===== config.mk =====
export PLATFORM = sky130hd
export DESIGN_NAME = as_bus_resp
export DESIGN_NICKNAME = d
export VERILOG_FILES = /design/src/rtl/as_pack.sv /design/src/rtl/as_onehot_mux.sv /design/src/rtl/as_bus_resp.sv
export SDC_FILE = /design/constraint.sdc
export NUM_CORES = 1
export LEC_CHECK = 0
export CORE_AREA = 2 2 133 135
export DETAILED_ROUTE_END_ITERATION = 7
export DIE_AREA = 0 0 135 137
export PLACE_DENSITY = 0.76
export SETUP_SLACK_MARGIN = 0.15
export SLEW_MARGIN = 15
export SYNTH_ARGS = -nofsm -noshare
export SYNTH_HDL_FRONTEND = slang
export SYNTH_HIERARCHICAL = 1
export SYNTH_SLANG_ARGS = --single-unit

===== constraint.sdc =====
create_clock -name clk_i -period 3.6 [get_ports clk_i]
set_input_delay 1.08 -clock clk_i [delete_from_list [all_inputs] [get_ports clk_i]]
set_output_delay 1.08 -clock clk_i [all_outputs]
set_load 0.05 [all_outputs]

===== src/rtl/as_pack.sv =====
// Shared types and constants for the data-bus decode/response path.
package as_pack;

   localparam int chipsel         = 4;
   localparam int ddata_width     = 64;
   localparam int BUS_TIMEOUT_DEF = 256;

   typedef enum logic [1:0] {
      BS_IDLE,
      BS_WAIT,
      BS_ERR,
      BS_RESP
   } bus_state_t;

   // True when exactly one select line is set.
   function automatic logic is_onehot(input logic [chipsel-1:0] v);
      int n;
      n = 0;
      for (int i = 0; i < chipsel; i++) n += int'(v[i]);
      return (n == 1);
   endfunction

endpackage


===== src/rtl/as_onehot_mux.sv =====
// One-hot select of W-wide slices; shared by the data and instruction response paths.
module as_onehot_mux
   import as_pack::*;
#(
   parameter int N = chipsel,
   parameter int W = ddata_width
) (
   input  logic [N-1:0]   sel,
   input  logic [N*W-1:0] din,
   output logic [W-1:0]   dout
);

   // AND-OR structure: a zero select yields zero rather than an arbitrary slice.
   always_comb begin
      dout = '0;
      for (int i = 0; i < N; i++) dout |= din[i*W +: W] & {W{sel[i]}};
   end

endmodule


===== src/rtl/as_bus_resp.sv =====
// Data-bus response side: holds the chip select, waits for the selected slave's ack
// and returns a single-cycle completion; unmapped or silent slaves complete with error.
module as_bus_resp
   import as_pack::*;
#(
   parameter int TIMEOUT_CYCLES = BUS_TIMEOUT_DEF,
   parameter int CNT_W          = $clog2(TIMEOUT_CYCLES)
) (
   input  logic                           clk_i,
   input  logic                           rst_i,
   input  logic                           req_i,
   input  logic [chipsel-1:0]             cs_i,
   output logic [chipsel-1:0]             slv_sel_o,
   input  logic [chipsel-1:0]             slv_ack_i,
   input  logic [chipsel*ddata_width-1:0] slv_rdata_i,
   output logic                           busy_o,
   output logic                           ack_o,
   output logic                           err_o,
   output logic [ddata_width-1:0]         rdata_o
);

   localparam logic [CNT_W-1:0] TMAX = CNT_W'(TIMEOUT_CYCLES - 1);

   bus_state_t             state;
   logic [chipsel-1:0]     sel_q;
   logic [CNT_W-1:0]       timer;
   logic [ddata_width-1:0] rdata_q;
   logic                   err_q;
   logic [ddata_width-1:0] mux_d;
   logic                   hit;

   as_onehot_mux #(.N(chipsel), .W(ddata_width)) u_mux (
      .sel  (sel_q),
      .din  (slv_rdata_i),
      .dout (mux_d)
   );

   // Only the held select can complete the access; foreign acks are masked out.
   assign hit = |(slv_ack_i & sel_q);

   always_ff @(posedge clk_i) begin
      if (rst_i) begin
         state   <= BS_IDLE;
         sel_q   <= '0;
         timer   <= '0;
         rdata_q <= '0;
         err_q   <= 1'b0;
      end else begin
         case (state)
            BS_IDLE: begin
               if (req_i) begin
                  if (is_onehot(cs_i)) begin
                     sel_q <= cs_i;
                     timer <= '0;
                     state <= BS_WAIT;
                  end else begin
                     state <= BS_ERR;
                  end
               end
            end
            BS_WAIT: begin
               // A late ack on the final wait cycle still beats the timeout.
               if (hit) begin
                  rdata_q <= mux_d;
                  err_q   <= 1'b0;
                  state   <= BS_RESP;
               end else if (timer == TMAX) begin
                  rdata_q <= '0;
                  err_q   <= 1'b1;
                  state   <= BS_RESP;
               end else begin
                  timer <= timer + CNT_W'(1);
               end
            end
            BS_ERR: begin
               rdata_q <= '0;
               err_q   <= 1'b1;
               state   <= BS_RESP;
            end
            BS_RESP: state <= BS_IDLE;
            default: state <= BS_IDLE;
         endcase
      end
   end

   // All core-facing outputs decode registered state only.
   assign slv_sel_o = (state == BS_WAIT) ? sel_q : '0;
   assign busy_o    = (state != BS_IDLE);
   assign ack_o     = (state == BS_RESP);
   assign err_o     = (state == BS_RESP) & err_q;
   assign rdata_o   = rdata_q;

endmodule


# Word-level counts from Yosys, hierarchy flattened
# Cells that the tools add are included.
# classes
bitwise	9
n_div	0
addsub	4
reduce_logical	9
magnitude_cmp	0
mux	17
mul	0
n_eq_ne	10
n_shift	0
# ops
op	count
64-bit bitwise AND	4
64-bit OR	3
64-bit 2-to-1 mux	2
64-bit one-hot mux with 2 select lines	1
8-bit 2-to-1 mux	4
8-bit one-hot mux with 2 select lines	1
8-bit by 1-bit adder with 8-bit output, second input constant	1
8-bit == test, second input constant	1
2-bit 2-to-1 mux	4
2-bit inequality test, second input constant	4
2-bit one-hot mux with 4 select lines	1
2-bit nonzero test	3
5-bit AND reduction	1
3-bit by 1-bit adder with 4-bit output	1
4-bit bitwise AND	1
2-bit == test, second input constant	2
4-bit by 1-bit == test with 1-bit output, second input constant	1
4-bit 2-to-1 mux	1
2-bit AND reduction	2
4-bit OR reduction	1
2-bit by 1-bit adder with 3-bit output	1
3-bit inequality test, second input constant	1
3-bit AND reduction	1
1-bit by 1-bit adder with 2-bit output	1
other kinds (5)	6
# word_totals
latch_bits	0
rom_bits	0
in_bits	267
n_memories	0
ramBits	0
reg_bits	79

# Depth between registers and ports, before layout
# Gate-level depths: netlist of run 1.
# logic_depth
depth_word	7
mapped_depth	10

# By module
# The synthesis of run 1 kept the hierarchy.
# modules_own_cells
module	area_per_inst_um2	cells_per_inst	instances
as_bus_resp	3829.9	416	1
as_onehot_mux	1516.5	220	1

# Worst setup path before layout of run 1
# Ideal clock, no wire load.
# synth_path
kind	input to register
start	input port cs_i[0]
end	register timer[5]
path_buffers	1
path_slack_ns	0.355
t_arrival_ns	3.174
setup_time_ns	0.072
stages	10
cell_sequence	inv_1 > fa_1 > inv_1 > ha_1 > ha_1 > nor4bb_1 > clkbuf_1 > o21ai_0 > nor3_1 > a2bb2oi_1
# synth_between
elab_chain_len	6
# synth_rtl
item	line	rtl
start, declared	as_bus_resp.sv:12	input logic [chipsel-1:0] cs_i,
1-bit by 1-bit adder with 2-bit output	as_pack.sv:19	for (int i = 0; i < chipsel; i++) n += int'(v[i]);
2-bit by 1-bit adder with 3-bit output	as_pack.sv:19	
3-bit by 1-bit adder with 4-bit output	as_pack.sv:19	
4-bit by 1-bit == test with 1-bit output	as_pack.sv:20	return (n == 1);
2-bit inequality test (no source line)	n/a	
5-bit AND reduction (no source line)	n/a	
end signal, assigned	as_bus_resp.sv:72	timer <= timer + CNT_W'(1);
end, declared	as_bus_resp.sv:26	logic [CNT_W-1:0] timer;
# No other way between the ends.
# A chain may end at the register's enable or synchronous reset.

# Worst setup path in the final report of run 1
# layout_path
start	input port cs_i[0]
end	register timer[2]
# Same word-level chain as after synthesis.

==> results of run 1 <==
[registers in the layout (all words and copies together) (netlist names)]
register,cells
timer,8
sel_q,4
state,2
err_q,1
rdata_o,64
[worst paths after layout]
| check | end | slack [ns] |
|---|---|---|
| setup / recovery | timer[2] | 0.27 |
| hold / removal | timer[1] | 0.50 |
| hold reg to reg | timer[1] | 0.50 |
| setup reg to reg | rdata_o[9] | 1.30 |
[what timing repair did]
action	4_1_cts	5_1_grt
hold buffers	0	0
setup endpoints to repair	0	4
setup buffers	0	0
resized for setup	0	3
[cell families (layout without fill, tap and decap cells)]
family,after synthesis,after routing
AOI/OAI and AO/OA,294,294
adders and majority gates,9,9
and+or+nand+nor,177,177
DFF,79,79
buffers and inverters,77,379
[cell usage in the layout (no fill, tap or decap), types with 10 or more instances in the layout]
cell	instances
nand2b_1	68
a21oi_1	72
clkdlybuf4s50_1	336
inv_1	10
dfxtp_1	75
a31o_1	64
nand2_1	73
a22oi_1	128
buf_4	16
[routing by layer]
metal  global-route usage [%]  up-vias  wire length (µm)
met5                        0        -                 0
li1                         -     2985                 -
met2                     39.2      246             10500
met3                     5.81       35              1650
met4                     6.66        0               426
met1                     24.5     2892              8280
[stage by stage]
stage | cells | total power, mW
6_report | 1163 | 3.25
5_1_grt | 1163 | 3.43
4_1_cts | 1163 | 3.28
3_5_place_dp | 1148 | 2.27
3_3_place_gp | 1148 | 2.26
2_1_floorplan | 636 | 1.80
[layout make-up]
cell class                 count  area, µm²
clock buffer                  10        239
clock inverter                 5       81.3
fill                        1616       8090
inverter                      10       37.5
multi-input combinational    480       3230
sequential                    79       1590
tap                          225        282
timing repair buffer         354       3510
[where the power goes]
group | internal, mW | leakage [nW] | switching (mW)
Combinational | 0.527 | 2.58 | 0.816
Clock | 0.624 | 0.155 | 0.373
Sequential | 0.899 | 0.639 | 0.0156
Total | 2.05 | 3.37 | 1.21
[worst reg2reg max path, stage by stage, from the launching register on]
cell	delay, ns
dfxtp_2	0.32
buf_4	0.61
a22oi_4	0.25
and2_1	0.29
nor3_4	0.15
buf_4	0.39
a31o_1	0.24
==> summary.txt, run 1 <==
crit path cell chain - clkdlybuf4s50_1 > inv_1 > fa_1 > inv_1 > ha_1 > ha_4 > nor4bb_1 > buf_4 > nand2b_4 > a41oi_1 > a211oi_1
Final Skew - 0.00844 ns
final worst-path cycle share - 92.5%
yosys warns - 6
Netlist cell types - 42
Worst path depth - 11
vias in the first global route - 6121
maxcap violations - 0
hold wc startpoint - timer[1]
Longest Clk Path Bufs - 2
RD Place Congestion - 0.862
P&R area growth vs syn - 67.8%
VDD IR max - 0.000355 V
largest area contributor in the netlist - dfxtp_1
n_diodes - 0
Post-Synthesis Net Count - 912
clock root buffer - clkbuf_16
Synth Instances - 636
leakage power - 3.37 nW
Slew headroom - 43.8%
CP max-delay cell - fa_1
largest net degree at the start of global routing - 70
Synth Area in Simple Gates - 17.5%
DRT Wirelength - 20900 µm
Reg clk slew, reported paths - 0.06 ns
Hold Path Class - reg -> reg
Setup Viol. Count Final - 0
Power Dens Cells - 363 nW/µm²
reg2reg path depth - 6
pre-CTS setup slack - -0.209 ns
CTS tree - done
flops & latches, synth - 79
total die area - 18500 µm²
Period minus WS final - 3.33 ns
Final WS setup - 0.270 ns
XOR/XNOR Fraction of Synth Area - 0%
worst setup path start - cs_i[0]
setup TNS - 0 ns
top cells by count, synth - 128 x a22oi_1, 79 x dfxtp_1, 73 x nand2_1
EDFF count, synth - 0
nets@finish - 1210
Startpoint Class - input pin
R2R Path Start - sel_q[1]
status - finished, final reports clean
vias per cell - 5.29
top-area cell type share of the netlist area - 29.6%
synthesized cell area - 5350 µm²
remaining global-route overflow - 0
DP Wirelength - 14700 µm
Rows - 48
global-route wire length before repair - 31700 µm
largest family of logic cells by synthesized area - compound AO/OA/AOI/OAI gates
Starting Density - 31.3%
IO buf count - 337
Most used DFF post-synth - dfxtp_1
initial antenna violation count - 0
Fin. Hold Viols - 0
total iterations of the first detailed-routing run - 4
crit-path most repeated cell - inv_1
CP top delay family - adder cells
WP data arrival - 3.58 ns
hold_ws - 0.501 ns
Num Clock Sinks - 79
total CTS buffers - 9
CORE AREA - 17100 µm²
io pins - 338
Placement Cell Area - 8620 µm²
final core utilization - 52.6%
FFs w/ async S/R, synth - 0%
Syn Area/Cell - 8.41 µm²
most frequent cell after synthesis - a22oi_1
Die Wd - 135 µm
Die H - 137 µm
1st-iter DRT viols - 252
Worst Setup Path Type - in -> reg
Clk Latency, worst-skew pair - 0.34 ns
worst endpoint required time - 3.85 ns
Buf/Inv on CP - 4
via count - 6158
RSZ-0062 raised after global routing - false
CP max stage delay - 0.54 ns
multiplexer share of the synthesized area - 0%
Max Transition Viols Final - 0
Worst setup EP type - register
DRC - 0
register area share after synthesis - 29.6%
area share of fa/ha/maj cells after synthesis - 2.25%
Max FO, Critical Path - 6
Slew @ Worst Pin - 0.843 ns
gr usage total - 21.5%
ANT nets after route - 0
mean routed wirelength per cell - 18.0 µm
# H-tree levels - 3
hold path cells - 2
fmax - 300 MHz
share of layout cells above drive strength 1 - 5.01%
post-synthesis compound-gate area fraction - 40.2%
cell area after layout - 8970 µm²
top cells by area, synth - dfxtp_1 30%, a22oi_1 18%, a31o_1 10%
Note: power is estimated with default switching activity, not from simulation.
==> run 2, diff against run 1 <==
- SETUP_SLACK_MARGIN: 0.15 -> 0.1
==> summary.txt, run 2 (synthesis results as in run 1) <==
vias in the first global route - 6121 (unchanged)
top layer in use - met4 (unchanged)
Max FO, Critical Path - 6 (unchanged)
ANT nets after route - 0 (unchanged)
Placement Cell Area - 8620 µm² (unchanged)
DRT Wirelength - 20800 µm (was 20900 µm)
1st-iter DRT viols - 265 (was 252)
leakage power - 3.37 nW (about the same)
Setup Viol. Count Final - 0 (unchanged)
hold_ws - 0.508 ns (was 0.501 ns)
CP top delay family - adder cells (unchanged)
Slew headroom - 42.8% (was 43.8%)
CTS tree - done (unchanged)
WL met1 - 8250 µm (was 8280 µm)
Final Skew - 0.0106 ns (was 0.00844 ns)
Setup Buffers After CTS - 0 (unchanged)
maxcap violations - 0 (unchanged)
via count - 6163 (was 6158)
RSZ-0062 raised after global routing - false (unchanged)
CP max-delay cell - fa_1 (unchanged)
Internal - 2.04 mW (was 2.05 mW)
Reg clk slew, reported paths - 0.07 ns (was 0.06 ns)
DP Wirelength - 14700 µm (unchanged)
most common cell after layout, fill and taps aside - clkdlybuf4s50_1 (unchanged)
io pins - 338 (unchanged)
Clk Latency, worst-skew pair - 0.34 ns (about the same)
clock share of power - 30.8% (was 30.6%)
Period minus WS final - 3.36 ns (was 3.33 ns)
total CTS buffers - 9 (unchanged)
share of layout cells above drive strength 1 - 4.80% (was 5.01%)
WL met3 - 1650 µm (about the same)
nets@finish - 1210 (unchanged)
initial antenna violation count - 0 (unchanged)
Worst setup EP type - register (unchanged)
Rows - 48 (unchanged)
met2 wire len - 10500 µm (about the same)
Power Total - 3.25 mW (about the same)
Num Clock Sinks - 79 (unchanged)
Buf/Inv on CP - 5 (was 4)
number of flip-flops in the largest register - 64 (unchanged)
switching power - 1.20 mW (was 1.21 mW)
cell area after layout - 8950 µm² (was 8970 µm²)
Longest Clk Path Bufs - 2 (unchanged)
WP data arrival - 3.61 ns (was 3.58 ns)
global-route wire length before repair - 31700 µm (unchanged)
VDD IR max - 0.000357 V (was 0.000355 V)
setup slack, reg-to-reg - 1.32 ns (was 1.30 ns)
CP max stage delay - 0.53 ns (was 0.54 ns)
n_diodes - 0 (unchanged)
RD Place Congestion - 0.862 (unchanged)
Comb pwr share - 41.1% (was 41.3%)
Fin. Hold Viols - 0 (unchanged)
Power Dens Cells - 363 nW/µm² (about the same)
# H-tree levels - 3 (unchanged)
vias per cell - 5.30 (was 5.29)
total iterations of the first detailed-routing run - 5 (was 4)
mean routed wirelength per cell - 17.9 µm (was 18.0 µm)
fmax - 298 MHz (was 300 MHz)
Die H - 137 µm (unchanged)
total die area - 18500 µm² (unchanged)
final core utilization - 52.5% (was 52.6%)
Starting Density - 31.3% (unchanged)
most frequent cells in the layout - 336 x clkdlybuf4s50_1, 128 x a22oi_1, 75 x dfxtp_1, 73 x nand2_1, 72 x a21oi_1 (unchanged)
Max Transition Viols Final - 0 (unchanged)
worst endpoint required time - 3.85 ns (about the same)
Hold Buf Count CTS - 0 (unchanged)
Inst Count DP - 1148 (unchanged)
status - finished, final reports clean (unchanged)
Net Sw Frac - 37.1% (was 37.0%)
IO buf count - 337 (unchanged)
remaining global-route overflow - 0 (unchanged)
Slew @ Worst Pin - 0.857 ns (was 0.843 ns)
Die Wd - 135 µm (unchanged)
DRC - 0 (unchanged)
largest net degree at the start of global routing - 70 (unchanged)
final worst-path cycle share - 93.2% (was 92.5%)
sequential share of power - 28.2% (was 28.1%)
CORE AREA - 17100 µm² (unchanged)
Startpoint Class - input pin (unchanged)
Hold Path Class - reg -> reg (unchanged)
clock root buffer - clkbuf_16 (unchanged)
P&R area growth vs syn - 67.4% (was 67.8%)
crit path cell chain - clkdlybuf4s50_1 > inv_1 > fa_1 > inv_1 > ha_1 > ha_1 > nor4bb_1 > buf_4 > o21ai_0 > buf_4 > o32ai_1 (was clkdlybuf4s50_1 > inv_1 > fa_1 > inv_1 > ha_1 > ha_4 > nor4bb_1 > buf_4 > nand2b_4 > a41oi_1 > a211oi_1)
gr usage total - 21.5% (unchanged)
Final Non-Filler Cells - 1163 (unchanged)
Worst Setup Path Type - in -> reg (unchanged)
-- run 2: cell counts in the layout (fill, tap and decap cells not counted) --
Identical to the previous run, type by type.
-- run 2: through the flow --
stage               worst slack [ns]  setup TNS [ns]
floorplan                      0.355               0
global placement              -0.105          -0.474
detailed placement            -0.209          -0.975
CTS                            0.154               0
global route                   0.123               0
finish                         0.244               0
-- run 2: power by group through the flow --
stage	combinational, mW	clock [mW]	sequential (mW)
finish	1.33	0.999	0.914
CTS	1.33	1.03	0.914
global route	1.44	1.06	0.917
global placement	1.32	0	0.933
floorplan	0.848	0	0.949
detailed placement	1.33	0	0.934
-- run 2: area by class of cell --
cell class / count / area (µm²)
Fill cell: 1618 / 8110
Multi-Input combinational cell: 480 / 3210
Clock inverter: 5 / 81.3
Inverter: 10 / 37.5
Tap cell: 225 / 282
Sequential cell: 79 / 1590
Timing Repair Buffer: 354 / 3510
Clock buffer: 10 / 239
-- run 2: metal layers --
metal / track usage, % / up-vias
met4: 6.66 / 0
met2: 39.2 / 246
li1: - / 2985
met1: 24.5 / 2902
met3: 5.81 / 30
met5: 0 / -
-- run 2: path summary, 6_finish.rpt --
| path | cells past startpoint | from | to |
|---|---|---|---|
| worst max-delay path | 11 | cs_i[0] | timer[0] |
| worst max register to register | 6 | sel_q[1] | rdata_o[17] |
| worst min-delay path | 2 | timer[1] | timer[1] |
| worst min register to register | 2 | timer[1] | timer[1] |
-- run 2: worst reg2reg max path: cells and delay by family (launching register included) --
kind | cells | cell delay, ns
compound gates | 2 | 0.48
flops | 1 | 0.32
simple gates | 2 | 0.43
buf+inv | 2 | 0.99
-- run 2: repair_timing --
action / in CTS / in global routing
endpoints found under the setup margin: 0 / 2
resized for setup: 0 / 1
hold endpoints to repair: 0 / 0
